**config.mk**
```make
export PLATFORM = sky130hd
export DESIGN_NAME = mux_rr_arbiter
export DESIGN_NICKNAME = d
export VERILOG_FILES = /design/src/rtl/mux_arb_pkg.sv /design/src/rtl/rr_prio4.sv /design/src/rtl/mux_rr_arbiter.sv
export SDC_FILE = /design/constraint.sdc
export NUM_CORES = 1
export LEC_CHECK = 0
export CORE_MARGIN = 8
export CORE_UTILIZATION = 34
export DETAILED_ROUTE_END_ITERATION = 7
export GPL_ROUTABILITY_DRIVEN = 0
export HOLD_SLACK_MARGIN = 0.02
export PLACE_DENSITY = 0.78
export SLEW_MARGIN = 20
export SYNTH_ARGS = -nofsm -noshare
export SYNTH_HDL_FRONTEND = slang
export SYNTH_SLANG_ARGS = --single-unit
```
**constraint.sdc**
```tcl
create_clock -name clk -period 1.94 [get_ports clk]
set_input_delay 0.291 -clock clk [delete_from_list [all_inputs] [get_ports clk]]
set_output_delay 0.291 -clock clk [all_outputs]
set_load 0.02 [all_outputs]
```
**src/rtl/mux_arb_pkg.sv**
```systemverilog
// Shared types and constants for the round-robin mux arbiter.
package mux_arb_pkg;

  localparam int unsigned NUM_REQ = 4;
  localparam int unsigned SEL_W   = 2;
  localparam int unsigned CNT_W   = 8;

  typedef enum logic {
    IDLE = 1'b0,
    BUSY = 1'b1
  } state_t;

  function automatic logic [NUM_REQ-1:0] onehot(input logic [SEL_W-1:0] s);
    return NUM_REQ'(1) << s;
  endfunction

endpackage

```
**src/rtl/rr_prio4.sv**
```systemverilog
// Rotating-priority picker: first requester at or above ptr, wrapping modulo 4.
module rr_prio4
  import mux_arb_pkg::*;
(
  input  logic [NUM_REQ-1:0] req,
  input  logic [SEL_W-1:0]   ptr,
  output logic [SEL_W-1:0]   winner,
  output logic               any_req
);

  logic [SEL_W-1:0] idx;

  // Scan from the farthest offset down so the nearest-to-ptr request wins last.
  always_comb begin
    winner  = ptr;
    any_req = 1'b0;
    idx     = '0;
    for (int i = int'(NUM_REQ) - 1; i >= 0; i--) begin
      idx = ptr + SEL_W'(i);
      if (req[idx]) begin
        winner  = idx;
        any_req = 1'b1;
      end
    end
  end

endmodule

```
**src/rtl/mux_rr_arbiter.sv**
```systemverilog
// Round-robin arbiter owning a registered 4:1 data mux, with a bounded burst per grant.
module mux_rr_arbiter
  import mux_arb_pkg::*;
#(
  parameter int unsigned DATA_W    = 32,
  parameter int unsigned MAX_BURST = 8
) (
  input  logic               clk,
  input  logic               rst_n,
  input  logic [NUM_REQ-1:0] req,
  input  logic [NUM_REQ-1:0] last,
  input  logic [DATA_W-1:0]  in_data0,
  input  logic [DATA_W-1:0]  in_data1,
  input  logic [DATA_W-1:0]  in_data2,
  input  logic [DATA_W-1:0]  in_data3,
  output logic [NUM_REQ-1:0] gnt,
  output logic [SEL_W-1:0]   sel,
  output logic [DATA_W-1:0]  out_data,
  output logic               out_valid
);

  state_t             state, state_nxt;
  logic [SEL_W-1:0]   ptr, ptr_nxt;
  logic [CNT_W-1:0]   cnt, cnt_nxt, cnt_inc;
  logic [NUM_REQ-1:0] gnt_nxt;
  logic [SEL_W-1:0]   sel_nxt;
  logic [DATA_W-1:0]  out_data_nxt, owner_data;
  logic               out_valid_nxt;
  logic [SEL_W-1:0]   winner;
  logic               any_req;
  logic               beat, release_now;

  rr_prio4 u_prio (
    .req     (req),
    .ptr     (ptr),
    .winner  (winner),
    .any_req (any_req)
  );

  always_comb begin
    unique case (sel)
      2'd0:    owner_data = in_data0;
      2'd1:    owner_data = in_data1;
      2'd2:    owner_data = in_data2;
      default: owner_data = in_data3;
    endcase
  end

  // Abandon (no beat), owner's last, or hitting the burst cap all release exactly once.
  always_comb begin
    cnt_inc     = cnt + CNT_W'(1);
    beat        = req[sel];
    release_now = !beat || last[sel] || (cnt_inc == CNT_W'(MAX_BURST));
  end

  always_comb begin
    state_nxt     = state;
    ptr_nxt       = ptr;
    cnt_nxt       = cnt;
    gnt_nxt       = gnt;
    sel_nxt       = sel;
    out_data_nxt  = out_data;
    out_valid_nxt = 1'b0;
    unique case (state)
      IDLE: begin
        gnt_nxt = '0;
        if (any_req) begin
          state_nxt = BUSY;
          gnt_nxt   = onehot(winner);
          sel_nxt   = winner;
          cnt_nxt   = '0;
        end
      end
      BUSY: begin
        if (beat) begin
          out_data_nxt  = owner_data;
          out_valid_nxt = 1'b1;
          cnt_nxt       = cnt_inc;
        end
        if (release_now) begin
          state_nxt = IDLE;
          gnt_nxt   = '0;
          ptr_nxt   = sel + SEL_W'(1);
          cnt_nxt   = '0;
        end
      end
      default: state_nxt = IDLE;
    endcase
  end

  always_ff @(posedge clk or negedge rst_n) begin
    if (!rst_n) begin
      state     <= IDLE;
      ptr       <= '0;
      cnt       <= '0;
      gnt       <= '0;
      sel       <= '0;
      out_data  <= '0;
      out_valid <= 1'b0;
    end else begin
      state     <= state_nxt;
      ptr       <= ptr_nxt;
      cnt       <= cnt_nxt;
      gnt       <= gnt_nxt;
      sel       <= sel_nxt;
      out_data  <= out_data_nxt;
      out_valid <= out_valid_nxt;
    end
  end

endmodule

```
==> results of run 1 <==
==> Yosys cell counts (all sizes together), types with 5 or more instances <==
library cell	number
ha	6
buf	12
dfrtp	50
a22o	5
nor2	41
clkbuf	16
nand3	6
a21oi	37
a222oi	32
o21ai	38
inv	6
mux2i	5
nand2	39
==> sequential cells by signal (all words and copies together) (netlist names) <==
signal,count
ptr,2
out_valid,1
out_data,32
gnt,4
cnt,8
state,1
sel,2
==> routing by layer <==
metal	vias up	GRT usage [%]
met5	-	0
met4	0	3.87
met3	9	5.35
met2	130	33.3
met1	1562	21.8
li1	1571	-
==> final cells by class <==
cell class	instances	area share [%]
tap	105	2.66
inverter	6	0.457
sequential	50	25.4
timing repair buffer	195	38.8
clock buffer	6	1.47
multi-input combinational	244	30.4
clock inverter	2	0.761
==> per-stage QoR <==
step / instance area (um^2) / worst slack, ns
floorplan: 2880 / 0.0182
global placement: 4810 / -0.129
detailed placement: 4810 / -0.188
CTS: 4920 / 0.0132
global route: 4930 / 0.0136
finish: 4930 / 0.0928
==> cell families after synthesis <==
kind of cell    synth area share, %
compound gates                 29.0
xor+xnor                      0.609
fa+ha+maj                      2.61
buf+inv                        5.00
flops                          43.5
mux                            3.70
simple gates                   15.6
==> worst max-delay path: stages (launching register included) <==
cell	delay [ns]
dfrtp_1	0.42
ha_1	0.27
nor3_1	0.08
a31oi_1	0.23
nor3_1	0.09
o31ai_2	0.29
mux2_2	0.36
==> repair_timing <==
action / CTS / global route
setup buffers: 0 / 0
endpoints found under the setup margin: 1 / 15
gates resized for setup: 1 / 4
hold buffers: 0 / 0
endpoints found under the hold margin: 0 / 0
pin swaps: 0 / 2
==> path summary, 6_finish.rpt <==
path / from / to / slack, ns / depth (start not counted)
setup reg to reg: cnt[0] / ptr[0] / 0.09 / 6
hold / removal: rst_n / out_data[20] / 0.08 / 2
min in group clk: gnt[0] / gnt[0] / 0.50 / 2
max in group asynchronous: rst_n / sel[1] / 1.39 / 2
setup / recovery: cnt[0] / ptr[0] / 0.09 / 6
hold reg to reg: gnt[0] / gnt[0] / 0.50 / 2
==> power groups by stage <==
stage / Clock [mW] / Sequential [mW] / Combinational, mW
after detailed placement: 0 / 1.83 / 4.52
final: 0.733 / 1.83 / 4.50
after CTS: 0.760 / 1.82 / 4.53
after global placement: 0 / 1.81 / 4.42
after floorplan: 0 / 2.29 / 2.17
after global routing: 0.800 / 1.88 / 4.96
==> key figures, run 1 <==
Finish
  – Layout fillers: 713
  – Fin nets: 646
  – Most frequent cells in the layout: clkdlybuf4s50_1, dfrtp_1, nor2_1, nand2_1
  – Share of layout cells above drive strength 1: 8.35%
  – Non-filler cells, final: 608
  – Most common cell after layout, fill and taps aside: clkdlybuf4s50_1
  – Multi-input logic area: 1500 um^2
  – Sequential cell area: 1250 um^2
  – Area delta synth->final: 71.3%
  – Diode count: 0
  – Post-layout util: 60.0%

Floorplanning
  – Core area: 8220 um^2
  – Row count: 33
  – # IOs: 177
  – Die width: 108 um
  – Starting Density: 35.0%
  – Die area: 11700 um^2
  – Chip height: 108 um

Routing
  – M1 WL: 4460 um
  – Max layer used: met4
  – Final wirelength: 11100 um
  – Via/cell ratio: 5.38
  – Met2 wire len: 5570 um
  – 1st-pass router iterations: 7
  – WL/cell: 18.3 um
  – DR WL met3: 975 um
  – Post-DRT Antenna Nets: 0
  – Via count: 3272
  – DRT iter0 DRCs: 315
  – Drt drc: 0

Worst setup path
  – CP Data Required Time: 2.13 ns
  – CP Capture Type: register
  – Crit path DAT: 2.04 ns
  – CP Launch Type: register
  – CP max FO: 6
  – Type of the worst setup path: register to register

STA
  – Slew HR: 57.7%
  – Final Max Tran Viols: 0
  – Endpoints failing setup: 0
  – Final hold violations: 0
  – Clock skew: 0.00630 ns
  – RSZ-0062 raised after global routing: false
  – Tmin final: 1.85 ns
  – Peak Freq: 541 MHz
  – Slew of the pin with the lowest slew margin: 0.635 ns
  – Worst hold slack: 0.0782 ns
  – Sum Neg Setup Slack: 0 ns
  – Final Cycle Share: 95.2%

Clock tree
  – Clock sinks: 50
  – Number of CTS-inserted buffers: 5
  – Clk slew on worst S/H paths: 0.09 ns
  – CTS max path bufs: 2
  – CTS H-tree lvls: 2
  – CTS tree: built
  – Clk_lat worst skew: 0.30 ns
  – Clock Tree Root: clkbuf_8

Synthesis
  – Number of synthesized register bits: 50
  – Synth Warn #: 0
  – Synth async-reset ratio: 100%
  – Top-area cell type share of the netlist area: 43.5%
  – Syn Area/Cell: 8.77 um^2
  – Count of cell types in the netlist: 40
  – Seq/Total Area, Yosys: 43.5%
  – Post-Syn Area: 2880 um^2
  – Post-synthesis net count: 472
  – Top FF cell, synth: dfrtp_1
  – Ranking of synthesized cells by area: dfrtp_1, a222oi_1, a21oi_1
  – Syn Inst Count: 328
  – EDFF count, synth: 0
  – Yosys top cell by area: dfrtp_1

Place
  – HPWL after DPL: 8950 um
  – Placed insts: 600
  – Port bufs: 176

Power
  – Total power: 7.06 mW
  – Flop pwr share: 25.9%
  – Combinational share of power: 63.7%
  – Switch share: 44.0%
  – Clock network power share: 10.4%
  – Switch Pwr: 3.11 mW
  – Maximum VDD drop: 0.698 mV
  – PD cells: 1430 nW/um^2
  – Cell Int Power: 3.95 mW
  – Pleak: 2.05 nW

Job
  – # Max-Cap Violations: 0

GRT
  – Vias in the first global route: 3383
  – Grt ovf: 0
  – Initial antenna violation count: 0
  – Wire length of the first global-routing pass: 17400 um
  – Total GRT Usage: 18.7%
  – Largest net degree at the start of global routing: 51

Min path
  – Hold Path Class: input port to asynchronous set/reset pin

Outcome
  – Status: completed
Note: power is estimated with default switching activity, not from simulation.
==> inputs of run 2 (changes only) <==
--- a/config.mk
+++ b/config.mk
@@ -5,12 +5,15 @@
 export SDC_FILE = /design/constraint.sdc
 export NUM_CORES = 1
 export LEC_CHECK = 0
+export ABC_CLOCK_PERIOD_IN_PS = 1940
+export CELL_PAD_IN_SITES_DETAIL_PLACEMENT = 0
+export CELL_PAD_IN_SITES_GLOBAL_PLACEMENT = 1
 export CORE_MARGIN = 8
-export CORE_UTILIZATION = 34
+export CORE_UTILIZATION = 23
 export DETAILED_ROUTE_END_ITERATION = 7
 export GPL_ROUTABILITY_DRIVEN = 0
 export HOLD_SLACK_MARGIN = 0.02
-export PLACE_DENSITY = 0.78
+export PLACE_DENSITY_LB_ADDON = 0.1
 export SLEW_MARGIN = 20
 export SYNTH_ARGS = -nofsm -noshare
 export SYNTH_HDL_FRONTEND = slang
==> run 2 against run 1 <==
Clock power increased by 23%. Global-route usage decreased by 4.2 points. Die area increased by 40%. Fmax down 1.3%. Critical path type unchanged. Highest routed layer unchanged.
==> key figures, run 2 (synthesized netlist as in run 1, its figures left out) <==
STA
  – Sum Neg Setup Slack: 0 ns (unchanged)
  – Slew HR: 70.9% (+13 points)
  – Slew of the pin with the lowest slew margin: 0.436 ns (-0.199 ns)
  – Peak Freq: 534 MHz (-1.3%)
  – Final WS setup: 0.0679 ns (-0.0249 ns)
  – Final Max Tran Viols: 0 (unchanged)
  – Endpoints failing setup: 0 (unchanged)
  – Final Cycle Share: 96.5% (+1.3 points)
  – Clock skew: 0.00523 ns (-0.00107 ns)
  – Tmin final: 1.87 ns (+0.0249 ns)
  – Final hold violations: 0 (unchanged)

Power
  – PD cells: 1420 nW/um^2 (-0.47%)
  – Pleak: 2.10 nW (+2.3%)
  – Maximum VDD drop: 0.584 mV (-16%)
  – Total power: 7.32 mW (+3.7%)

Finish
  – Layout fillers: 1267 (+78%)
  – Area delta synth->final: 78.6%
  – Max reg flops: 32 (unchanged)
  – Share of layout cells above drive strength 1: 9.84% (+1.5 points)
  – Most common cell after layout, fill and taps aside: clkdlybuf4s50_1
  – Biggest regs: out_data: 32 flops, cnt: 8 flops, gnt: 4 flops
  – Diode count: 0 (unchanged)
  – Most frequent cells in the layout: clkdlybuf4s50_1, dfrtp_1, nor2_1, nand2_1
  – Fin nets: 651 (+0.77%)
  – Reg with most FFs: out_data
  – Post-layout util: 41.4% (-19 points)

Worst setup path
  – Reg2reg end: cnt[0]
  – CP Capture Type: register
  – RR Startpoint: cnt[1]
  – Max stage delay on crit path: 0.48 ns (+0.06 ns)
  – CP max FO: 13 (+7)
  – Type of the worst setup path: register to register
  – Crit path DAT: 2.05 ns (about the same)
  – R2R cell count: 4 (-2)
  – CP max-delay cell: or4b_4
  – CP Data Required Time: 2.12 ns (about the same)
  – CP Cell Sequence: ha_1 -> or4b_4 -> o311a_4 -> mux2_2
  – CP Launch Type: register
  – Slack of the worst reg-to-reg path: 0.07 ns (-0.02 ns)

Min path
  – Hold endpoint: gnt[2]
  – Hold Startpoint: gnt[2]
  – Hold Crit Depth: 2
  – Hold Path Class: register to register

Routing
  – Via/cell ratio: 4.70 (-13%)
  – Via count: 3196 (-2.3%)
  – WL/cell: 17.7 um (-3.3%)
  – Drt drc: 0 (unchanged)
  – DRT iter0 DRCs: 199 (-37%)
  – Post-DRT Antenna Nets: 0 (unchanged)
  – Final wirelength: 12000 um (+8.1%)
  – 1st-pass router iterations: 7 (unchanged)

Clock tree
  – Clk slew on worst S/H paths: 0.07 ns (-0.02 ns)
  – Clk_lat worst skew: 0.29 ns (about the same)
  – Clock sinks: 50 (unchanged)
  – Number of CTS-inserted buffers: 5 (unchanged)
  – CTS max path bufs: 2 (unchanged)
  – CTS H-tree lvls: 2 (unchanged)
  – CTS tree: built
  – Clock Tree Root: clkbuf_16
  – Postcts setup bufs: 0 (unchanged)

GRT
  – Grt ovf: 0 (unchanged)
  – Initial antenna violation count: 0 (unchanged)
  – Largest net degree at the start of global routing: 51 (unchanged)
  – Vias in the first global route: 3341 (-1.2%)
  – Wire length of the first global-routing pass: 18800 um (+7.8%)
  – Total GRT Usage: 14.5% (-4.2 points)

Floorplanning
  – Chip height: 128 um (+18%)
  – Starting Density: 23.2% (-12 points)
  – # IOs: 177 (unchanged)
  – Row count: 41 (+24%)
  – Core area: 12400 um^2 (+51%)
  – Die width: 128 um (+18%)
  – Die area: 16300 um^2 (+40%)

Place
  – Pre-CTS setup slack: -0.216 ns (-0.0281 ns)
  – Port bufs: 176 (unchanged)
  – HPWL after DPL: 9380 um (+4.8%)

Outcome
  – Status: completed

Job
  – # Max-Cap Violations: 0 (unchanged)
==> run 2: cell count changes in the layout (fill, tap and decap cells not counted), moves of 2 or more <==
cell / change
dfrtp_1: -2
clkbuf_16: +5
clkbuf_8: -4
buf_4: +2
dfrtp_2: +2
ha_1: -2
inv_2: -2
inv_1: +2
==> run 2: report_power, final <==
group          leakage, nW  switching, mW  internal [mW]  total (mW)
logic                 1.44           2.52           2.11        4.63
clock network       0.0739          0.388          0.513       0.901
registers            0.587          0.271           1.52        1.79
==> run 2: worst max-delay path by stage <==
stage          startpoint  endpoint  slack [ns]  cells after the start
6_report           cnt[1]    cnt[0]        0.07                      4
4_1_cts            cnt[1]    cnt[0]        0.02                      4
3_3_place_gp      last[0]    ptr[0]       -0.18                      4
3_5_place_dp      last[1]    ptr[1]       -0.22                      4
5_1_grt            cnt[1]    ptr[0]      -0.004                      6
2_1_floorplan      sel[0]    ptr[0]        0.02                      3
==> run 2: routing by layer <==
metal	share of wire, %	global-route usage [%]	up-vias
met1	43	17.2	1484
met3	7.8	4.45	6
met5	0	0	-
met2	48	25.2	123
met4	0.79	2.94	0
li1	-	-	1583
==> run 2: what timing repair did <==
| item | 4_1_cts | 5_1_grt |
|---|---|---|
| pin swaps | 0 | 4 |
| resized for setup | 1 | 10 |
| setup endpoints to repair | 2 | 23 |
| hold buffers | 1 | 0 |
| hold endpoints to repair | 50 | 0 |
| gates cloned | 0 | 0 |
==> run 2: worst max-delay path, delay by kind of cell, from the launching register on <==
kind	cells	cell delay (ns)
mux	1	0.28
simple gates	1	0.48
fa+ha+maj	1	0.17
flops	1	0.42
compound gates	1	0.40
==> run 2: cell type report <==
class	instances	area [um^2]	area share, %
clock inverters	1	5.00	0.0974
inverters	6	22.5	0.438
well taps	172	215	4.19
flip-flops and latches	50	1260	24.4
multi-input cells	244	1530	29.8
clock buffers	7	143	2.78
repair buffers	200	1970	38.3
==> run 2: stage by stage <==
step | instances | hold slack [ns] | area, um^2
after floorplan | 328 | -0.00459 | 2880
after global placement | 671 | 0.305 | 4940
after detailed placement | 671 | 0.309 | 4940
after CTS | 680 | 0.501 | 5100
after global routing | 680 | 0.539 | 5140
final | 680 | 0.494 | 5140
==> inputs of run 3 (changes only) <==
--- a/config.mk
+++ b/config.mk
@@ -5,7 +5,8 @@
 export SDC_FILE = /design/constraint.sdc
 export NUM_CORES = 1
 export LEC_CHECK = 0
-export ABC_CLOCK_PERIOD_IN_PS = 1940
+export ABC_CLOCK_PERIOD_IN_PS = 1600
+export CAP_MARGIN = 20
 export CELL_PAD_IN_SITES_DETAIL_PLACEMENT = 0
 export CELL_PAD_IN_SITES_GLOBAL_PLACEMENT = 1
 export CORE_MARGIN = 8
==> constraint.sdc (replaced) <==
create_clock -name clk -period 1.6 [get_ports clk]
set_input_delay 0.24 -clock clk [delete_from_list [all_inputs] [get_ports clk]]
set_output_delay 0.24 -clock clk [all_outputs]
set_load 0.02 [all_outputs]
==> run 3 against run 2 <==
Register-to-register slack lost 0.28 ns. Utilization up 7.7 points. Clock-buffer cell count down 2. Via count up 9.1%. The run now ends with negative setup slack left. Die area did not move. Sequential cell count unchanged. Total power increased by 60%. Critical path depth unchanged. Fmax grew 3.5%.
==> key figures, run 3 (synthesized netlist as in run 1, its figures left out) <==
Outcome
  – Status: complete, but fails checks
  – Failing checks: negative setup slack

STA
  – Slew HR: 74.8% (+3.9 points)
  – Final Max Tran Viols: 0 (unchanged)
  – Slew of the pin with the lowest slew margin: 0.378 ns (-0.0583 ns)
  – Peak Freq: 553 MHz (+3.5%)
  – Final Cycle Share: 113% (+17 points)
  – Clock skew: 0.0105 ns (+0.00530 ns)
  – Worst hold slack: 0.471 ns (-0.0233 ns)
  – Final WS setup: -0.209 ns (-0.277 ns)
  – Endpoints failing setup: 47 (+47)
  – Final hold violations: 0 (unchanged)
  – RSZ-0062 raised after global routing: true
  – Tmin final: 1.81 ns (-0.0634 ns)

Finish
  – Layout fillers: 1193 (-5.8%)
  – Most common cell after layout, fill and taps aside: clkdlybuf4s50_1
  – Diode count: 0 (unchanged)
  – Fin nets: 694 (+6.6%)
  – Sequential cell area: 1250 um^2 (-0.20%)
  – Share of layout cells above drive strength 1: 24.9% (+15 points)
  – Most frequent cells in the layout: clkdlybuf4s50_1, dfrtp_1, nand2_1, nor2_1, a222oi_1
  – Non-filler cells, final: 723 (+6.3%)
  – Multi-input logic area: 1780 um^2 (+17%)
  – Area delta synth->final: 112%
  – Biggest regs: out_data: 32 flops, cnt: 8 flops, gnt: 4 flops
  – Reg with most FFs: out_data
  – Max reg flops: 32 (unchanged)

Routing
  – M1 WL: 5770 um (+12%)
  – Met2 wire len: 6790 um (+17%)
  – DR WL met3: 913 um (-2.8%)
  – Via count: 3487 (+9.1%)
  – Drt drc: 0 (unchanged)
  – Final wirelength: 13700 um (+14%)
  – Via/cell ratio: 4.82 (+2.6%)
  – DRT iter0 DRCs: 274 (+38%)
  – Max layer used: met4
  – WL/cell: 19.0 um (+7.5%)
  – 1st-pass router iterations: 6 (-1)
  – Post-DRT Antenna Nets: 0 (unchanged)

Clock tree
  – CTS max path bufs: 2 (unchanged)
  – Clock sinks: 50 (unchanged)
  – CTS H-tree lvls: 2 (unchanged)
  – CTS tree: built
  – Clock Tree Root: clkbuf_16
  – Clk slew on worst S/H paths: 0.08 ns (about the same)
  – Clk_lat worst skew: 0.30 ns (about the same)
  – Number of CTS-inserted buffers: 5 (unchanged)

Power
  – Combinational share of power: 71.1% (+7.8 points)
  – Maximum VDD drop: 0.658 mV (+13%)
  – Flop pwr share: 19.3% (-5.1 points)
  – PD cells: 1930 nW/um^2 (+35%)
  – Switch Pwr: 4.91 mW (+54%)
  – Switch share: 41.8% (-1.7 points)
  – Cell Int Power: 6.84 mW (+65%)
  – Clock network power share: 9.6% (-2.7 points)
  – Pleak: 2.53 nW (+21%)

Worst setup path
  – CP Data Required Time: 1.79 ns (-0.33 ns)
  – CP max FO: 7 (-6)
  – CP Capture Type: register
  – Slack of the worst reg-to-reg path: -0.21 ns (-0.28 ns)
  – Type of the worst setup path: register to register
  – CP Launch Type: register
  – Crit path DAT: 2.00 ns (-0.05 ns)

GRT
  – Vias in the first global route: 3334 (-0.21%)
  – Total GRT Usage: 15.0% (+0.47 points)
  – Largest net degree at the start of global routing: 51 (unchanged)
  – Grt ovf: 0 (unchanged)
  – Initial antenna violation count: 0 (unchanged)
  – Wire length of the first global-routing pass: 19200 um (+2.2%)

Floorplanning
  – Row count: 41 (unchanged)
  – Starting Density: 23.2% (unchanged)
  – Die width: 128 um (unchanged)
  – # IOs: 177 (unchanged)
  – Core area: 12400 um^2 (unchanged)
  – Chip height: 128 um (unchanged)
  – Die area: 16300 um^2 (unchanged)

Place
  – HPWL after DPL: 9310 um (-0.65%)
  – Pre-CTS setup slack: -0.334 ns (-0.119 ns)
  – Port bufs: 176 (unchanged)
  – Placed insts: 684 (+1.9%)

Min path
  – Hold Path Class: input port to asynchronous set/reset pin

Job
  – # Max-Cap Violations: 0 (unchanged)
## run 3: changes by cell type in the layout (fill, tap and decap cells not counted), moves of 4 or more
cell             before  now
a21oi_1              37   25
o21ai_2               0   13
nor2_4                0    6
buf_6                 1   12
buf_4                20   30
buf_12                2   13
nor2_1               41   32
a21oi_2               0   12
buf_16                0    4
clkbuf_16             5   11
o21ai_0              37    5
dlymetal6s2s_1        0    6
o21ai_1               1   20
clkdlybuf4s50_1     175  167
## run 3: layer usage
metal | vias to the layer above | global-route usage [%]
met5 | - | 0
met4 | 0 | 4.48
met3 | 15 | 3.99
met2 | 126 | 25.5
met1 | 1661 | 18.0
li1 | 1685 | -
## run 3: final cells by class
cell class              count  area share [%]
inverters                   6           0.451
clock buffers               5            2.05
multi-input cells         245            29.2
clock inverters             3           0.472
repair buffers            242            43.7
flip-flops and latches     50            20.6
well taps                 172            3.53
## run 3: worst max-delay path, cell delays in order (launching register included)
cell and delay [ns]:
dfrtp_1 0.38, ha_1 0.16, or4b_4 0.51, o311a_4 0.38
mux2_2 0.27
## run 3: worst paths after layout
kind                            startpoint      endpoint  cells past startpoint
worst max-delay path                cnt[0]        cnt[0]                      4
max in group asynchronous            rst_n        sel[0]                      3
worst min-delay path                 rst_n  out_data[16]                      3
worst min register to register      gnt[2]        gnt[2]                      2
worst max register to register      cnt[0]        cnt[0]                      4
min in group clk                    gnt[2]        gnt[2]                      2
## run 3: what timing repair did
action                                  4_1_cts  5_1_grt
endpoints found under the hold margin        50        0
buffers inserted                             10        8
gates cloned                                  6        7
hold buffers                                  1        0
pin swaps                                    56       55
endpoints found under the setup margin       49       47
resized for setup                            78       56
## run 3: power groups by stage
stage	Combinational, mW	Sequential (mW)	Clock (mW)
6_report	8.35	2.27	1.13
5_1_grt	8.99	2.36	1.23
4_1_cts	7.06	2.24	1.17
3_5_place_dp	5.87	2.24	0
3_3_place_gp	5.81	2.22	0
2_1_floorplan	2.69	2.79	0
## run 3: metrics by stage
stage	util, %	power (mW)	TNS [ns]	area (um^2)
CTS	45.7	10.5	-5.28	5670
finish	49.1	11.7	-5.60	6100
global placement	41.1	8.03	-9.53	5100
detailed placement	41.1	8.11	-11.40	5100
floorplan	-	5.49	-1.58	2910
global route	49.1	12.6	-9.57	6100
